[src/rtl/uart_pkg.sv]
// Shared UART framing definitions: error codes, parser state encoding and the
// default start-of-frame marker. Also intended for the TX-side frame builder.
package uart_pkg;

    localparam logic [7:0] SYNC_BYTE_DEF = 8'hA5;

    localparam logic [1:0] ERR_NONE = 2'd0;
    localparam logic [1:0] ERR_LEN  = 2'd1;
    localparam logic [1:0] ERR_CHK  = 2'd2;
    localparam logic [1:0] ERR_TMO  = 2'd3;

    typedef enum logic [1:0] {
        ST_IDLE    = 2'd0,
        ST_LEN     = 2'd1,
        ST_PAYLOAD = 2'd2,
        ST_CHK     = 2'd3
    } frame_state_e;

    // A LEN byte is legal when it is in 1..max_len.
    function automatic logic len_legal(input logic [7:0] len, input int unsigned max_len);
        return (len != 8'd0) && (32'(len) <= max_len);
    endfunction

endpackage

[src/rtl/uart_idle_timer.sv]
// Inter-byte watchdog: counts enabled cycles since the last clear and pulses
// o_terminal on the cycle the count reaches TIMEOUT_CLKS.
module uart_idle_timer #(
    parameter int unsigned TIMEOUT_CLKS = 8680
) (
    input  logic i_clock,
    input  logic i_reset_n,
    input  logic i_clear,
    input  logic i_enable,
    output logic o_terminal
);

    localparam int unsigned CW = $clog2(TIMEOUT_CLKS + 1);

    logic [CW-1:0] count_q;
    logic [CW-1:0] count_d;

    // A clear in the terminal cycle suppresses the pulse so an arriving byte wins.
    assign o_terminal = i_enable && !i_clear && (count_q == CW'(TIMEOUT_CLKS - 1));

    always_comb begin
        count_d = '0;
        if (!i_clear && i_enable && !o_terminal) begin
            count_d = count_q + 1'b1;
        end
    end

    always_ff @(posedge i_clock or negedge i_reset_n) begin
        if (!i_reset_n) begin
            count_q <= '0;
        end else begin
            count_q <= count_d;
        end
    end

endmodule

[src/rtl/uart_frame_parser.sv]
// Extracts SYNC/LEN/payload/CHK frames from the uart_rx byte stream, streams the
// payload bytes and reports a registered per-frame status with error counting.
module uart_frame_parser
    import uart_pkg::*;
#(
    parameter logic [7:0]  SYNC_BYTE    = SYNC_BYTE_DEF,
    parameter int unsigned MAX_LEN      = 16,
    parameter int unsigned TIMEOUT_CLKS = 8680,
    localparam int unsigned IDX_W       = (MAX_LEN > 1) ? $clog2(MAX_LEN) : 1
) (
    input  logic             i_clock,
    input  logic             i_reset_n,
    input  logic             i_rx_dv,
    input  logic [7:0]       i_rx_byte,
    output logic             o_pl_dv,
    output logic [7:0]       o_pl_byte,
    output logic [IDX_W-1:0] o_pl_idx,
    output logic             o_frame_done,
    output logic             o_frame_ok,
    output logic [1:0]       o_err_code,
    output logic [7:0]       o_err_cnt
);

    frame_state_e     state_q, state_d;
    logic [7:0]       len_q, len_d;
    logic [7:0]       sum_q, sum_d;
    logic [IDX_W-1:0] cnt_q, cnt_d;

    logic             pl_dv_q, pl_dv_d;
    logic [7:0]       pl_byte_q, pl_byte_d;
    logic [IDX_W-1:0] pl_idx_q, pl_idx_d;
    logic             done_q, done_d;
    logic             ok_q, ok_d;
    logic [1:0]       code_q, code_d;
    logic [7:0]       err_cnt_q, err_cnt_d;

    logic             timeout;

    uart_idle_timer #(
        .TIMEOUT_CLKS(TIMEOUT_CLKS)
    ) u_idle_timer (
        .i_clock   (i_clock),
        .i_reset_n (i_reset_n),
        .i_clear   (i_rx_dv),
        .i_enable  (state_q != ST_IDLE),
        .o_terminal(timeout)
    );

    always_comb begin
        state_d   = state_q;
        len_d     = len_q;
        sum_d     = sum_q;
        cnt_d     = cnt_q;
        pl_dv_d   = 1'b0;
        pl_byte_d = '0;
        pl_idx_d  = '0;
        done_d    = 1'b0;
        ok_d      = 1'b0;
        code_d    = ERR_NONE;
        err_cnt_d = err_cnt_q;

        if (i_rx_dv) begin
            case (state_q)
                ST_IDLE: begin
                    if (i_rx_byte == SYNC_BYTE) begin
                        state_d = ST_LEN;
                    end
                end
                ST_LEN: begin
                    if (len_legal(i_rx_byte, MAX_LEN)) begin
                        len_d   = i_rx_byte;
                        sum_d   = i_rx_byte;
                        cnt_d   = '0;
                        state_d = ST_PAYLOAD;
                    end else begin
                        done_d  = 1'b1;
                        code_d  = ERR_LEN;
                        state_d = ST_IDLE;
                    end
                end
                ST_PAYLOAD: begin
                    // SYNC_BYTE inside the payload is ordinary data.
                    pl_dv_d   = 1'b1;
                    pl_byte_d = i_rx_byte;
                    pl_idx_d  = cnt_q;
                    sum_d     = sum_q + i_rx_byte;
                    cnt_d     = cnt_q + 1'b1;
                    if (8'(cnt_q) == len_q - 8'd1) begin
                        state_d = ST_CHK;
                    end
                end
                ST_CHK: begin
                    done_d  = 1'b1;
                    state_d = ST_IDLE;
                    if (i_rx_byte == sum_q) begin
                        ok_d = 1'b1;
                    end else begin
                        code_d = ERR_CHK;
                    end
                end
                default: begin
                    state_d = ST_IDLE;
                end
            endcase
        end else if (timeout) begin
            done_d  = 1'b1;
            code_d  = ERR_TMO;
            state_d = ST_IDLE;
        end

        if (done_d && !ok_d && (err_cnt_q != 8'hFF)) begin
            err_cnt_d = err_cnt_q + 8'd1;
        end
    end

    always_ff @(posedge i_clock or negedge i_reset_n) begin
        if (!i_reset_n) begin
            state_q   <= ST_IDLE;
            len_q     <= '0;
            sum_q     <= '0;
            cnt_q     <= '0;
            pl_dv_q   <= 1'b0;
            pl_byte_q <= '0;
            pl_idx_q  <= '0;
            done_q    <= 1'b0;
            ok_q      <= 1'b0;
            code_q    <= ERR_NONE;
            err_cnt_q <= '0;
        end else begin
            state_q   <= state_d;
            len_q     <= len_d;
            sum_q     <= sum_d;
            cnt_q     <= cnt_d;
            pl_dv_q   <= pl_dv_d;
            pl_byte_q <= pl_byte_d;
            pl_idx_q  <= pl_idx_d;
            done_q    <= done_d;
            ok_q      <= ok_d;
            code_q    <= code_d;
            err_cnt_q <= err_cnt_d;
        end
    end

    assign o_pl_dv      = pl_dv_q;
    assign o_pl_byte    = pl_byte_q;
    assign o_pl_idx     = pl_idx_q;
    assign o_frame_done = done_q;
    assign o_frame_ok   = ok_q;
    assign o_err_code   = code_q;
    assign o_err_cnt    = err_cnt_q;

endmodule

[config.mk]
export PLATFORM = sky130hd
export DESIGN_NAME = uart_frame_parser
export DESIGN_NICKNAME = d
export VERILOG_FILES = /design/src/rtl/uart_pkg.sv /design/src/rtl/uart_idle_timer.sv /design/src/rtl/uart_frame_parser.sv
export SDC_FILE = /design/constraint.sdc
export NUM_CORES = 1
export LEC_CHECK = 0
export CAP_MARGIN = 20
export CORE_UTILIZATION = 56
export DETAILED_ROUTE_END_ITERATION = 8
export GPL_ROUTABILITY_DRIVEN = 0
export PLACE_DENSITY_LB_ADDON = 0.08
export SKIP_LAST_GASP = 1
export SLEW_MARGIN = 20
export SYNTH_ARGS = -nofsm -noshare
export SYNTH_HDL_FRONTEND = slang
export SYNTH_SLANG_ARGS = --single-unit
[constraint.sdc]
create_clock -name i_clock -period 2.8 [get_ports i_clock]
set_clock_uncertainty 0.15 [all_clocks]
set_input_delay 0.56 -clock i_clock [delete_from_list [all_inputs] [get_ports i_clock]]
set_output_delay 0.56 -clock i_clock [all_outputs]
set_load 0.1 [all_outputs]
# Word-level counts from Yosys, hierarchy flattened
# Cells that the tools add are included.
# totals
reg_bits	61
inputBits	11
output_inout_bits	25
elab_cells	75
# op_classes
addsub	5
magnitude_cmp	1
eq_ne	11
muxes	29
n_reduce_logical	17
# op_table
cell	count
$mux W8	3
$mux W2	8
$pmux W8 S2	1
$add A14 B1 Y14 const B	1
$eq A14 B14 Y1 const B	1
$mux W14	1
$mux W4	3
$mux W1	9
$reduce_and A3 Y1	3
$add A8 B1 Y8 const B	1
$add A8 B8 Y8	1
$eq A4 B8 Y1	1
$eq A8 B8 Y1	1
$eq A8 B8 Y1 const B	1
$le A8 B5 Y1 const B	1
$ne A8 B8 Y1 const B	1
$pmux W2 S4	1
$pmux W4 S2	1
$reduce_bool A8 Y1	1
$sub A8 B1 Y8 const B	1
$logic_and A1 B1 Y1	6
$ne A3 B3 Y1 const B	2
$reduce_bool A2 Y1	3
$add A4 B1 Y4 const B	1
7 further kinds	10

# Longest topological paths before layout
# Gate-level depths: netlist of the first run.
# depth
depth_word	7
depth_mapped	8
ltp_nobuf	8

# Cells and area by module
# A second synthesis of the first run with hierarchy kept.
# unflattened
hier_cells	305
hier_area_um2	3251.9
# modules_own_cells
mod	instances	cells_each	area_per_inst_um2
uart_frame_parser	1	234	2513.7
uart_idle_timer	1	71	738.2

# Least setup slack after synthesis of the first run
# No wires, ideal clock.
# synth_timing
path_kind	register to register
from	register err_cnt_q[0], in the netlist o_err_cnt[0]
to	register err_cnt_q[1], in the netlist o_err_cnt[1]
arrival_time_ns	2.171
required_time_ns	2.524
path_slack_ns	0.354
path_stages_with_launch	7
path_buffers	0
synth_period_minus_slack_ns	2.446
path_cell_list	dfrtp_1 > ha_1 > and3_1 > nand3_1 > o21ai_1 > a21oi_2 > mux2_2
# synth_via
elab_chain_cells	2
word_cells_on_any_way	3
# synth_lines
item	line	rtl
from (decl)	uart_frame_parser.sv:35	logic [7:0] err_cnt_q, err_cnt_d;
from (signal assigned)	uart_frame_parser.sv:140	err_cnt_q <= err_cnt_d;
parallel branches: the longest is 2 deep, another holds $add A8 B1 Y8	--	
# Parallel ways; which one is timed is not known.
# A chain may end at the register's enable or synchronous reset.

# Worst setup path in the final report of the first run
# layout_timing
from	input port i_rx_byte[1]
to	register err_cnt_q[1], in the netlist o_err_cnt[1]
# layout_via
elab_chain_cells	7
word_cells_on_any_way	13
# layout_lines
item	line	rtl
from (decl)	uart_frame_parser.sv:14	input logic [7:0] i_rx_byte,
$le A8 B5 Y1, or another cell as far along	uart_pkg.sv:21	return (len != 8'd0) && (32'(len) <= max_len);
$logic_and A1 B1 Y1 / $mux W1 (equally long branches)	uart_pkg.sv:21, uart_frame_parser.sv:95	
$mux W1 (on tied branches)	uart_frame_parser.sv:70, uart_frame_parser.sv:63	
$pmux W1 S2 / $mux W1 (equally long branches)	uart_frame_parser.sv:63, uart_frame_parser.sv:62	
$mux W1 / $logic_not A1 Y1 (equally long branches)	uart_frame_parser.sv:62, uart_frame_parser.sv:111	
$logic_and A1 B1 Y1 (*) (2 in a row)	uart_frame_parser.sv:111	if (done_d && !ok_d && (err_cnt_q != 8'hFF)) begin
# Mark *: on every way between the ends. The rest lies on a longest branch, timed or not.

==> impl_metrics.csv, run 1 <==
group,metric,value,unit
grt,grt_pass1_vias,2423,
sta,finalHoldViolCount,0,
sta,drv_slew,0,
routing,drt_iter0_drc,78,
synthesis,synth_top_family_by_area,"simple AND/OR/NAND/NOR gates",
setup_path,required,2870,ps
sta,tightest_slew,580,ps
sta,max_slew_margin,61.3,%
grt,grt_pass1_wl,11600,um
cells_and_area,syn2layout_area_growth,22.6,%
synthesis,synth_seq_cells,61,
routing,drc,0,
pwr,ir_worst_vdd,0.000590,V
die,die_w,77.7,um
routing,dr_total_vias,2500,
die,ioPinCount,36,
routing,ant_nets,0,
synthesis,synthXorXnorAreaFrac,7.37,%
pwr,power_leakage,0.00186,uW
setup_path,r2r-start,"len_q[0]",
synthesis,syn_area,3210,um^2
setup_path,cp-start-kind,"input port",
synthesis,syn_nets,335,
clock_network,cts_root_buffer,"clkbuf_8",
setup_path,r2r_slack,370,ps
clock_network,h-tree-depth,3,
setup_path,end_kind,"flop",
routing,wl_per_cell,14.7,um
placed_design,io_buffers,35,
synthesis,synth_edf_count,0,
sta,fmax,0.392,GHz
synthesis,async_flop_share,100,%
sta,setup_violations,0,
clock_network,path_clk_slew,70,ps
synthesis,synthMuxAreaShare,3.55,%
die,row_count,27,
synthesis,synth_cell_type_count,58,
setup_path,timing.rr.end,"state_q[0]",
clock_network,cts_buffers,9,
cells_and_area,fin_nets,399,
clock_network,cts_tree,"built",
synthesis,ys_seq_area_share,47.6,%
synthesis,synthCells,312,
setup_path,worstPathArrival,2620,ps
synthesis,synth_top_area_share,47.6,%
pwr,finalPower,3380,uW
cells_and_area,layout_common_cells,"61 x dfrtp_1, 50 x buf_4, 32 x nor2_1",
clock_network,cts_setup_buffers,0,
die,fp.dieH,77.7,um
clock_network,postCtsHoldBufs,0,
clock_network,cts_buffer_depth,2,
cells_and_area,final_common_cell,"dfrtp_1",
clock_network,cts_sinks,61,
routing,drtPass1Iterations,4,
clock_network,clk_latency,340,ps
die,core,5510,um^2
cells_and_area,postLayoutCoreUtil,71.4,%
clock_network,cts_resized,0,
synthesis,synthAdderAreaFrac,4.91,%
synthesis,ys.warnings.count,0,
synthesis,synth_area_leaders,"dfrtp_1 48%, ha_1 4.3%, xor2_1 4.1%",
cells_and_area,drive_gt1_share,24.9,%
cells_and_area,fin_area,3930,um^2
routing,drt-total-wl,6660,um
die,start_util,58.3,%
sta,layout_min_cycle_time,2550,ps
synthesis,syn_area_per_cell,10.3,um^2
setup_path,path_class,"in -> reg",
grt,grtUsageTotal,25.2,%
min_path,min_path_type,"in -> async",
synthesis,synth_compound_area_share,10.6,%
synthesis,synth-simple-area-share,22.8,%
die,dieArea,6040,um^2
synthesis,synth_ff_type,"dfrtp_1",
placed_design,place_area,3740,um^2
cells_and_area,antenna_cells,0,
sta,fin_crit_sh,91.1,%
setup_path,r2r.worst_path.cells,7,
sta,rsz0062_at_grt,"false",
grt,overflow,0,
job,cap_violations,0,
grt,grt_max_degree,38,
synthesis,synth_largest_area_cell,"dfrtp_1",
grt,antenna_found_initial,0,
pwr,powerDensity,859,nW/um^2
setup_path,path_max_fanout,8,
routing,drt-vias-per-instance,5.52,
run_status,outcome,"finished clean",
placed_design,hpwl,4880,um
==> synth_stat cells, types with 6 or more instances <==
master and number:
dfrtp_1 61, nor2_1 32, nand2_1 23, xor2_1 15, inv_1 14, xnor2_1 12
and2_1 11, ha_1 11, nand3_1 9, o21ai_0 9, mux2_2 8, and3_1 7
nor4_1 7, a211oi_1 6, nor3_1 6
==> stage by stage <==
| step | setup WS [ps] | setup TNS, ps | hold slack [ps] | cells |
|---|---|---|---|---|
| floorplan | 354 | 0 | 114 | 312 |
| detailed placement | -101 | -596 | 324 | 437 |
| finish | 250 | 0 | 63.8 | 453 |
| global placement | -99.9 | -396 | 317 | 437 |
| CTS | 252 | 0 | 69.5 | 453 |
| global route | 88.5 | 0 | 99.5 | 453 |
==> layout make-up <==
cell class / instances / area, um^2
well taps: 72 / 90.1
repair buffers: 61 / 490
flip-flops and latches: 61 / 1530
multi-input cells: 228 / 1580
clock inverters: 7 / 66.3
clock buffers: 9 / 124
inverters: 15 / 56.3
fillers: 430 / 1570
==> worst max-delay path, cell delays in order <==
cell	delay [ps]
clkdlybuf4s50_1	520
nor4_2	370
mux2i_2	440
o21bai_4	150
a21oi_2	220
mux2_2	360
==> power breakdown <==
part	internal [uW]	total (uW)	switching [uW]
logic	527	1370	846
clock network	405	757	352
registers	1050	1250	200
==> cells by family (layout without fill, tap and decap cells) <==
group | after synthesis | count (layout)
simple gates | 133 | 133
flops | 61 | 61
compound gates | 46 | 46
xor+xnor | 27 | 27
buf+inv | 23 | 92
fa+ha+maj | 12 | 12
mux | 10 | 10
==> routing by layer <==
layer / wire length [um] / GRT usage (%) / vias up
li1: - / - / 1236
met2: 3260 / 39.0 / 51
met4: 88 / 10.2 / 0
met1: 3050 / 33.7 / 1203
met5: 0 / 0 / -
met3: 268 / 6.35 / 10
==> state kept, by name (all words and copies together), names as in the netlist <==
signal / cells
u_idle_timer.count_q: 14
len_q: 8
o_err_cnt: 8
o_pl_byte: 8
sum_q: 8
cnt_q: 4
o_pl_idx: 4
o_err_code: 2
state_q: 2
o_frame_done: 1
o_frame_ok: 1
o_pl_dv: 1
==> worst max-delay path by stage <==
stage / from / end / slack, ps
2_1_floorplan: o_err_cnt[0] / o_err_cnt[1] / 350
3_3_place_gp: i_rx_byte[1] / o_err_cnt[1] / -100
3_5_place_dp: i_rx_byte[1] / o_err_cnt[5] / -100
4_1_cts: i_rx_byte[1] / o_err_cnt[5] / 250
5_1_grt: i_rx_byte[1] / o_err_cnt[5] / 90
6_report: i_rx_byte[1] / o_err_cnt[1] / 250
Power figures use the tool's default switching activity.
==> run 2, diff against run 1 <==
Settings changed: CORE_UTILIZATION 56 to 51.
Clock period 2.8 ns to 2.3 ns, I/O delays scaled along.
==> run 2 against run 1 <==
Net effect: first-iteration DRC count down 18%; via count increased by 2.7%; count of clock-buffer cells in the layout grew 3; largest power group unchanged; critical path type unchanged.
==> impl_metrics.csv, run 2 (synthesis results as in run 1) <==
group,metric,value,unit
die,row_count,28,
die,core,5990,um^2
die,die_w,81.3,um
setup_path,path_class,"in -> reg",
clock_network,cts_sinks,61,
sta,setup_violations,0,
sta,drv_slew,0,
sta,rsz0062_at_grt,"false",
placed_design,place_area,3880,um^2
grt,grt_pass1_vias,2508,
routing,dr_total_vias,2568,
job,cap_violations,0,
pwr,ir_worst_vdd,0.000928,V
clock_network,h-tree-depth,3,
pwr,finalPower,4430,uW
cells_and_area,final_common_cell,"buf_4",
sta,finalSetupTns,0,ps
clock_network,cts_buffers,9,
cells_and_area,multi_input_area,1730,um^2
sta,fmax,0.448,GHz
grt,grt_pass1_wl,11400,um
grt,overflow,0,
cells_and_area,drive_gt1_share,33.2,%
cells_and_area,layout.area.seq,1530,um^2
cells_and_area,fin_nets,419,
sta,hold_ws,333,ps
die,ioPinCount,36,
placed_design,hpwl,5030,um
sta,tightest_slew,493,ps
pwr,powerDensity,1040,nW/um^2
routing,wl_per_cell,14.9,um
routing,ant_nets,0,
routing,drt-total-wl,7090,um
routing,drt_iter0_drc,64,
run_status,outcome,"finished clean",
placed_design,io_buffers,35,
clock_network,cts_buffer_depth,2,
cells_and_area,antenna_cells,0,
clock_network,clk_latency,350,ps
die,dieArea,6610,um^2
clock_network,cts_tree,"built",
setup_path,crit_chain,"dlygate4sd2_1, ha_1, a21oi_1, o2111ai_1, and3_1, or2_2, a221o_1",
setup_path,critPathSlowestCell,"ha_1",
sta,max_slew_margin,67.1,%
sta,fin_crit_sh,97.1,%
cells_and_area,fin_area,4260,um^2
grt,grtUsageTotal,23.2,%
setup_path,required,2380,ps
setup_path,max_stage_delay,350,ps
clock_network,path_clk_slew,60,ps
grt,antenna_found_initial,0,
die,fp.dieH,81.3,um
cells_and_area,syn2layout_area_growth,32.7,%
setup_path,path_max_fanout,5,
cells_and_area,regMostFlops,"u_idle_timer.count_q",
setup_path,worstPathArrival,2310,ps
routing,drt-vias-per-instance,5.39,
cells_and_area,layout_common_cells,"68 x buf_4, 59 x dfrtp_1, 32 x nor2_1",
routing,drtPass1Iterations,5,
cells_and_area,fillers,454,
die,start_util,53.6,%
setup_path,cp-start-kind,"input port",
sta,finalHoldViolCount,0,
routing,drc,0,
clock_network,cts_root_buffer,"clkbuf_8",
grt,grt_max_degree,62,
cells_and_area,largest_register_ffs,14,
min_path,min_path_type,"reg -> reg",
pwr,power_leakage,0.00202,uW
sta,layout_min_cycle_time,2230,ps
setup_path,end_kind,"flop",
run 2: changes by cell type in the layout (fill, tap and decap cells not counted), moves of 4 or more:
| cell | delta |
|---|---|
| ha_1 | -4 |
| buf_4 | +18 |
| clkdlybuf4s50_1 | -8 |
| dlymetal6s2s_1 | +6 |
| a211oi_1 | -4 |
| a211oi_2 | +4 |
run 2: worst max-delay path, delay by kind of cell:
family	cells	cell delay (ps)
AND/OR/NAND/NOR	2	490
AO/OA/AOI/OAI	3	690
buffers and inverters	1	320
adder cells (fa/ha/maj)	1	350
run 2: repair_timing:
| item | in CTS | in global routing |
|---|---|---|
| buffers inserted | 0 | 1 |
| pin swaps | 0 | 8 |
| hold buffers | 1 | 0 |
| endpoints found under the hold margin | 61 | 0 |
| setup endpoints to repair | 15 | 26 |
| resized for setup | 6 | 28 |
run 2: layout make-up:
cell class,count,share of cell area [%]
Inverter,15,1.32
Multi-Input combinational cell,228,40.5
Tap cell,75,2.20
Timing Repair Buffer,81,15.5
Clock buffer,12,3.41
Clock inverter,4,1.12
Sequential cell,61,35.9
run 2: path summary, 6_finish.rpt:
path,from,end,slack [ps],cells after the start
worst max-delay path,i_rx_byte[1],sum_q[7],70,7
worst min-delay path,o_err_cnt[7],o_err_cnt[7],330,1
worst max register to register,len_q[0],state_q[0],120,7
worst min register to register,o_err_cnt[7],o_err_cnt[7],330,1
max in group asynchronous,i_reset_n,o_err_cnt[1],1230,3
min in group asynchronous,i_reset_n,u_idle_timer.count_q[6],500,3
run 2: per-stage QoR:
step           setup WS, ps  std cells  util [%]
4_1_cts               -10.4        475      68.5
3_3_place_gp           -437        458      64.8
5_1_grt               0.546        476      71.1
3_5_place_dp           -521        458      64.8
2_1_floorplan          39.3        312         -
6_report               67.3        476      71.1
run 2: metal layers:
metal | vias up | part of all wire, % | track usage (%)
met5 | - | 0 | 0
met4 | 0 | 2.3 | 11.1
met3 | 16 | 3.9 | 5.28
met2 | 57 | 49 | 38.4
met1 | 1226 | 45 | 28.3
li1 | 1269 | - | -
run 2: where the power goes:
| group | internal (uW) | switching (uW) |
|---|---|---|
| Combinational | 806 | 1160 |
| Clock | 526 | 421 |
| Sequential | 1280 | 231 |
